File: config.mk
export PLATFORM = sky130hd
export DESIGN_NAME = alu_rs
export DESIGN_NICKNAME = d
export VERILOG_FILES = /design/src/rtl/alu_rs.sv
export SDC_FILE = /design/constraint.sdc
export NUM_CORES = 1
export LEC_CHECK = 0
export ABC_AREA = 1
export BUFFER_PORTS_ARGS = -buffer_cell sky130_fd_sc_hd__buf_2
export CAP_MARGIN = 10
export CORE_UTILIZATION = 36
export DETAILED_ROUTE_END_ITERATION = 6
export GPL_ROUTABILITY_DRIVEN = 0
export GPL_TIMING_DRIVEN = 1
export PLACE_DENSITY = 0.57
export SLEW_MARGIN = 20
export SYNTH_ARGS = -nofsm -noshare
export SYNTH_HDL_FRONTEND = slang
export SYNTH_SLANG_ARGS = --single-unit
File: constraint.sdc
create_clock -name clk -period 12 [get_ports clk]
set_input_delay 1.2 -clock clk [delete_from_list [all_inputs] [get_ports clk]]
set_output_delay 1.2 -clock clk [all_outputs]
set_load 0.1 [all_outputs]
File: src/rtl/alu_rs.sv
// alu_rs: reservation station feeding the integer ALU.
// Captures pending operands from the CDB and issues ready ops lowest-index first.
package alu_rs_pkg;
   typedef enum logic [3:0] {
      INSN_ADD,
      INSN_SUB,
      INSN_AND,
      INSN_OR,
      INSN_XOR,
      INSN_SLL,
      INSN_SRL,
      INSN_SRA,
      INSN_SLT,
      INSN_SLTU
   } insn_t;

   typedef struct packed {
      insn_t       insn;
      logic [31:0] enc;
   } op_t;
endpackage

module alu_rs
   import alu_rs_pkg::*;
#(
   parameter int DATA_WIDTH = 64,
   parameter int DEPTH      = 4,
   parameter int TAG_WIDTH  = 5
) (
   input  logic                       clk,
   input  logic                       rst_n,
   input  logic                       flush,
   input  logic                       in_valid,
   output logic                       in_ready,
   input  op_t                        in_op,
   input  logic [DATA_WIDTH-1:0]      in_lhs,
   input  logic [DATA_WIDTH-1:0]      in_rhs,
   input  logic                       in_lhs_valid,
   input  logic                       in_rhs_valid,
   input  logic [TAG_WIDTH-1:0]       in_lhs_tag,
   input  logic [TAG_WIDTH-1:0]       in_rhs_tag,
   input  logic [TAG_WIDTH-1:0]       in_dest_tag,
   input  logic                       cdb_valid,
   input  logic [TAG_WIDTH-1:0]       cdb_tag,
   input  logic [DATA_WIDTH-1:0]      cdb_data,
   output logic                       issue_valid,
   input  logic                       issue_ready,
   output op_t                        issue_op,
   output logic [DATA_WIDTH-1:0]      issue_lhs,
   output logic [DATA_WIDTH-1:0]      issue_rhs,
   output logic [TAG_WIDTH-1:0]       issue_dest_tag,
   output logic [$clog2(DEPTH):0]     count
);
   localparam int IW = $clog2(DEPTH);
   localparam int CW = IW + 1;

   logic [DEPTH-1:0]      busy;
   logic [DEPTH-1:0]      lv;
   logic [DEPTH-1:0]      rv;
   op_t                   op_q   [DEPTH];
   logic [DATA_WIDTH-1:0] lhs_q  [DEPTH];
   logic [DATA_WIDTH-1:0] rhs_q  [DEPTH];
   logic [TAG_WIDTH-1:0]  lt_q   [DEPTH];
   logic [TAG_WIDTH-1:0]  rt_q   [DEPTH];
   logic [TAG_WIDTH-1:0]  dt_q   [DEPTH];

   logic                  lock_q;
   logic [IW-1:0]         lock_idx_q;

   logic [DEPTH-1:0]      rdy;
   logic [IW-1:0]         free_idx;
   logic [IW-1:0]         pick_idx;
   logic [IW-1:0]         sel_idx;
   logic                  enq;
   logic                  iss;
   logic                  in_lv;
   logic                  in_rv;
   logic [DATA_WIDTH-1:0] in_lhs_w;
   logic [DATA_WIDTH-1:0] in_rhs_w;

   assign rdy = busy & lv & rv;

   always_comb begin
      free_idx = '0;
      for (int i = DEPTH - 1; i >= 0; i--) begin
         if (!busy[i]) free_idx = IW'(i);
      end
   end

   always_comb begin
      pick_idx = '0;
      for (int i = DEPTH - 1; i >= 0; i--) begin
         if (rdy[i]) pick_idx = IW'(i);
      end
   end

   // A stalled issue keeps its slot even if a lower entry wakes up meanwhile.
   assign sel_idx     = lock_q ? lock_idx_q : pick_idx;
   assign issue_valid = |rdy;

   assign issue_op       = op_q[sel_idx];
   assign issue_lhs      = lhs_q[sel_idx];
   assign issue_rhs      = rhs_q[sel_idx];
   assign issue_dest_tag = dt_q[sel_idx];

   assign in_ready = count < CW'(DEPTH);
   assign enq      = in_valid && in_ready;
   assign iss      = issue_valid && issue_ready;

   assign in_lv    = in_lhs_valid ||
                     (cdb_valid && cdb_tag == in_lhs_tag);
   assign in_rv    = in_rhs_valid ||
                     (cdb_valid && cdb_tag == in_rhs_tag);
   assign in_lhs_w = in_lhs_valid ? in_lhs : cdb_data;
   assign in_rhs_w = in_rhs_valid ? in_rhs : cdb_data;

   always_ff @(posedge clk) begin
      if (!rst_n || flush) begin
         busy   <= '0;
         count  <= '0;
         lock_q <= 1'b0;
      end else begin
         for (int i = 0; i < DEPTH; i++) begin
            if (cdb_valid && busy[i]) begin
               if (!lv[i] && lt_q[i] == cdb_tag) begin
                  lv[i]    <= 1'b1;
                  lhs_q[i] <= cdb_data;
               end
               if (!rv[i] && rt_q[i] == cdb_tag) begin
                  rv[i]    <= 1'b1;
                  rhs_q[i] <= cdb_data;
               end
            end
         end
         if (iss) busy[sel_idx] <= 1'b0;
         if (enq) begin
            busy[free_idx]  <= 1'b1;
            op_q[free_idx]  <= in_op;
            lv[free_idx]    <= in_lv;
            rv[free_idx]    <= in_rv;
            lhs_q[free_idx] <= in_lhs_w;
            rhs_q[free_idx] <= in_rhs_w;
            lt_q[free_idx]  <= in_lhs_tag;
            rt_q[free_idx]  <= in_rhs_tag;
            dt_q[free_idx]  <= in_dest_tag;
         end
         count      <= count + CW'(enq) - CW'(iss);
         lock_q     <= issue_valid && !issue_ready;
         lock_idx_q <= sel_idx;
      end
   end
endmodule
==> metrics.cfg <==
[timing]
finClkSkew_ns = 0.0130
period_minus_slack_ns = 6.55
hold_viol = 0
fmax_ghz = 0.153
tns_ns = 0
min_period_over_period_pct = 54.6
slew_violations = 0
slew_headroom_pct = 27.6
tightestPinTransition_ns = 1.09
setup_viol = 0
rsz0062_at_grt = false

[synthesis]
synth_top_cells_by_area = edfxtp_1 61%, nand2_1 16%, nand3_1 5.1%
synth_seq_cells = 734
yosysSeqAreaShare_pct = 61.5
synth_cell_types = 33
syn_area_um2 = 35700
synthTopCellsByCount = 1520 x nand2_1, 726 x edfxtp_1, 364 x nand3_1, 296 x o21ai_1, 227 x o21ai_0
yosysTopAreaCell = edfxtp_1
synth-edff-count = 726
async_flop_share_pct = 0
yosysWarnings = 0
synth_cells = 3686
postSynthAreaPerCell_um2 = 9.69
yosysTopAreaCellShare_pct = 61.1
synth_ff_type = edfxtp_1
yosysMostFrequentCell = nand2_1
syn_nets = 3945

[placement]
port_buffers = 429
placed_area_um2 = 38600
dp.final_hpwl_mm = 62.5

[floorplanning]
core_area_um2 = 98300
die_width_um = 317
start_util_pct = 36.3
die_h_um = 317
io_pins = 430
dieArea_um2 = 100000
rows = 115

[status]
outcome = finished, final reports clean

[grt]
antenna_found_initial = 11
grt_max_degree = 173
overflow = 0
grt_pass1_vias = 26100
grt_pass1_wl_mm = 160
track_usage_pct = 21.2

[critical_path]
worstPathArrival_ns = 5.35
r2r-start = count[2]
crit_start = busy[3]
slowest_delay_ns = 0.93
cp_common_cell = nand2_1
critPathSlowestCell = buf_4
critical_path.endpoint_type = output pin
worstSetupStartpointType = flip-flop
r2r_end = rhs_q[1][47]
crit_required_ns = 10.80
crit_path_cell_trace = nand2_1, nor2_1, nand2_1, nand2_1, nand2_8, nand2_8, buf_4, buf_4, nand2_1, nand2_1, nand2_1, nand2_1, buf_2
path_max_fanout = 115
critPathKind = flip-flop to output pin
r2r_cells = 10
ff2ff_setup_slack_ns = 8.03

[clocking]
cts.sinks = 734
cts_tree = done
numCtsBuffers = 83
clock_path_buffers = 3
post_cts_buffers = 0
hold_buffers = 0
clockRootBuffer = clkbuf_16
clk_pin_slew_ns = 0.05
ctsHtreeMaxLevel = 3
clock_latency_ns = 0.65
postCtsResizedCells = 0

[cells_and_area]
stdcell_area_um2 = 41300
syn_to_final_growth_pct = 15.7
n_fill_cell = 9518
drive_above_1_share_pct = 15.5
layout.nets = 4245

[detailed_routing]
antenna_left = 0
wirelength_mm = 109
post_drt_via_cell_ratio = 5.18
drc = 0
routedWlPerCell_um = 20.4
drt_iter0_drc = 2363
num_vias = 27700
drt_first_pass_iters = 6

[worst_hold_path]
hold-path-endpoint = busy[1]
worstHoldStart = busy[1]
hp-class = flip-flop to flip-flop
whs_path_depth = 4

[flow_run]
cap_violations = 0

[power]
power_density_nw_per_um2 = 144
peakVddDrop_v = 0.0000913
p_leak_nw = 17.1

[critical path: cells and delay by family (launching register included)]
family,cells,cell delay (ns)
buffers and inverters,3,2.13
DFF,1,0.42
and+or+nand+nor,10,2.07
[routing by layer]
layer	track usage [%]	wire (um)	part of all wire (%)	up-vias
li1	-	-	-	13300
met1	28.4	46700	43	13300
met2	35.6	52800	49	884
met3	3.35	7010	6.4	150
met4	5.89	2180	2.0	14
met5	0	78	0.072	-
[cells in the final DEF, fill, tap and decap left out, drive strengths merged]
master,count
clkinv,35
dfxtp,8
fa,1
nor2,42
diode,9
o22ai,4
mux2i,128
nand2,1531
and2,1
nor3b,4
bufinv,10
a21boi,1
inv,51
xor2,19
clkbuf,104
clkinvlp,1
ha,2
a21oi,7
nor3,7
edfxtp,726
or2,2
o21ai,534
nand3,365
buf,467
[state kept, by name, indices dropped and copies added (netlist names)]
name        cells
lt_q           20
dt_q           20
rhs_q         256
lhs_q         256
lv              4
count           3
lock_q          1
rt_q           20
rv              4
busy            4
op_q          144
lock_idx_q      2
[worst max path at each step]
stage | cells after the start | slack (ns) | to
final | 13 | 5.45 | issue_lhs[59]
after global routing | 13 | 4.91 | issue_lhs[62]
after CTS | 13 | 5.29 | issue_lhs[59]
after detailed placement | 13 | 6.00 | issue_lhs[59]
after global placement | 13 | 6.08 | issue_lhs[62]
after floorplan | 7 | 4.99 | rhs_q[0][0]
[power breakdown]
part | leakage, nW | internal [mW] | switching (mW)
clock | 1.33 | 1.53 | 1.03
sequential | 6.63 | 2.86 | 0.00750
combinational | 9.18 | 0.130 | 0.407
total | 17.1 | 4.52 | 1.44
[cell families after synthesis]
| group | share of synthesized area [%] |
|---|---|
| simple gates | 22.1 |
| xor+xnor | 0.466 |
| flops | 61.5 |
| compound gates | 7.79 |
| buf+inv | 4.42 |
| fa+ha+maj | 0.126 |
| mux | 3.59 |
[metrics by stage]
| stage | power (mW) | setup slack [ns] | cells | hold slack (ns) | util [%] |
|---|---|---|---|---|---|
| 6_report | 5.96 | 5.45 | 5346 | 0.591 | 42.0 |
| 5_1_grt | 6.15 | 4.91 | 5340 | 0.627 | 42.0 |
| 4_1_cts | 6.01 | 5.29 | 5337 | 0.583 | 42.0 |
| 3_5_place_dp | 3.45 | 6.00 | 5188 | 0.574 | 39.3 |
| 3_3_place_gp | 3.45 | 6.08 | 5188 | 0.569 | 39.3 |
| 2_1_floorplan | 3.29 | 4.99 | 3686 | 0.546 | - |
[cell type report]
cell class | count | area [um2] | area share [%]
Clock inverter | 45 | 470 | 1.14
Tap cell | 1287 | 1610 | 3.90
Sequential cell | 734 | 22000 | 53.2
Timing Repair Buffer | 467 | 2460 | 5.96
Inverter | 52 | 205 | 0.497
Multi-Input combinational cell | 2648 | 12300 | 29.9
Antenna cell | 9 | 22.5 | 0.0545
Clock buffer | 104 | 2240 | 5.42
Note: power is estimated with default switching activity, not from simulation.
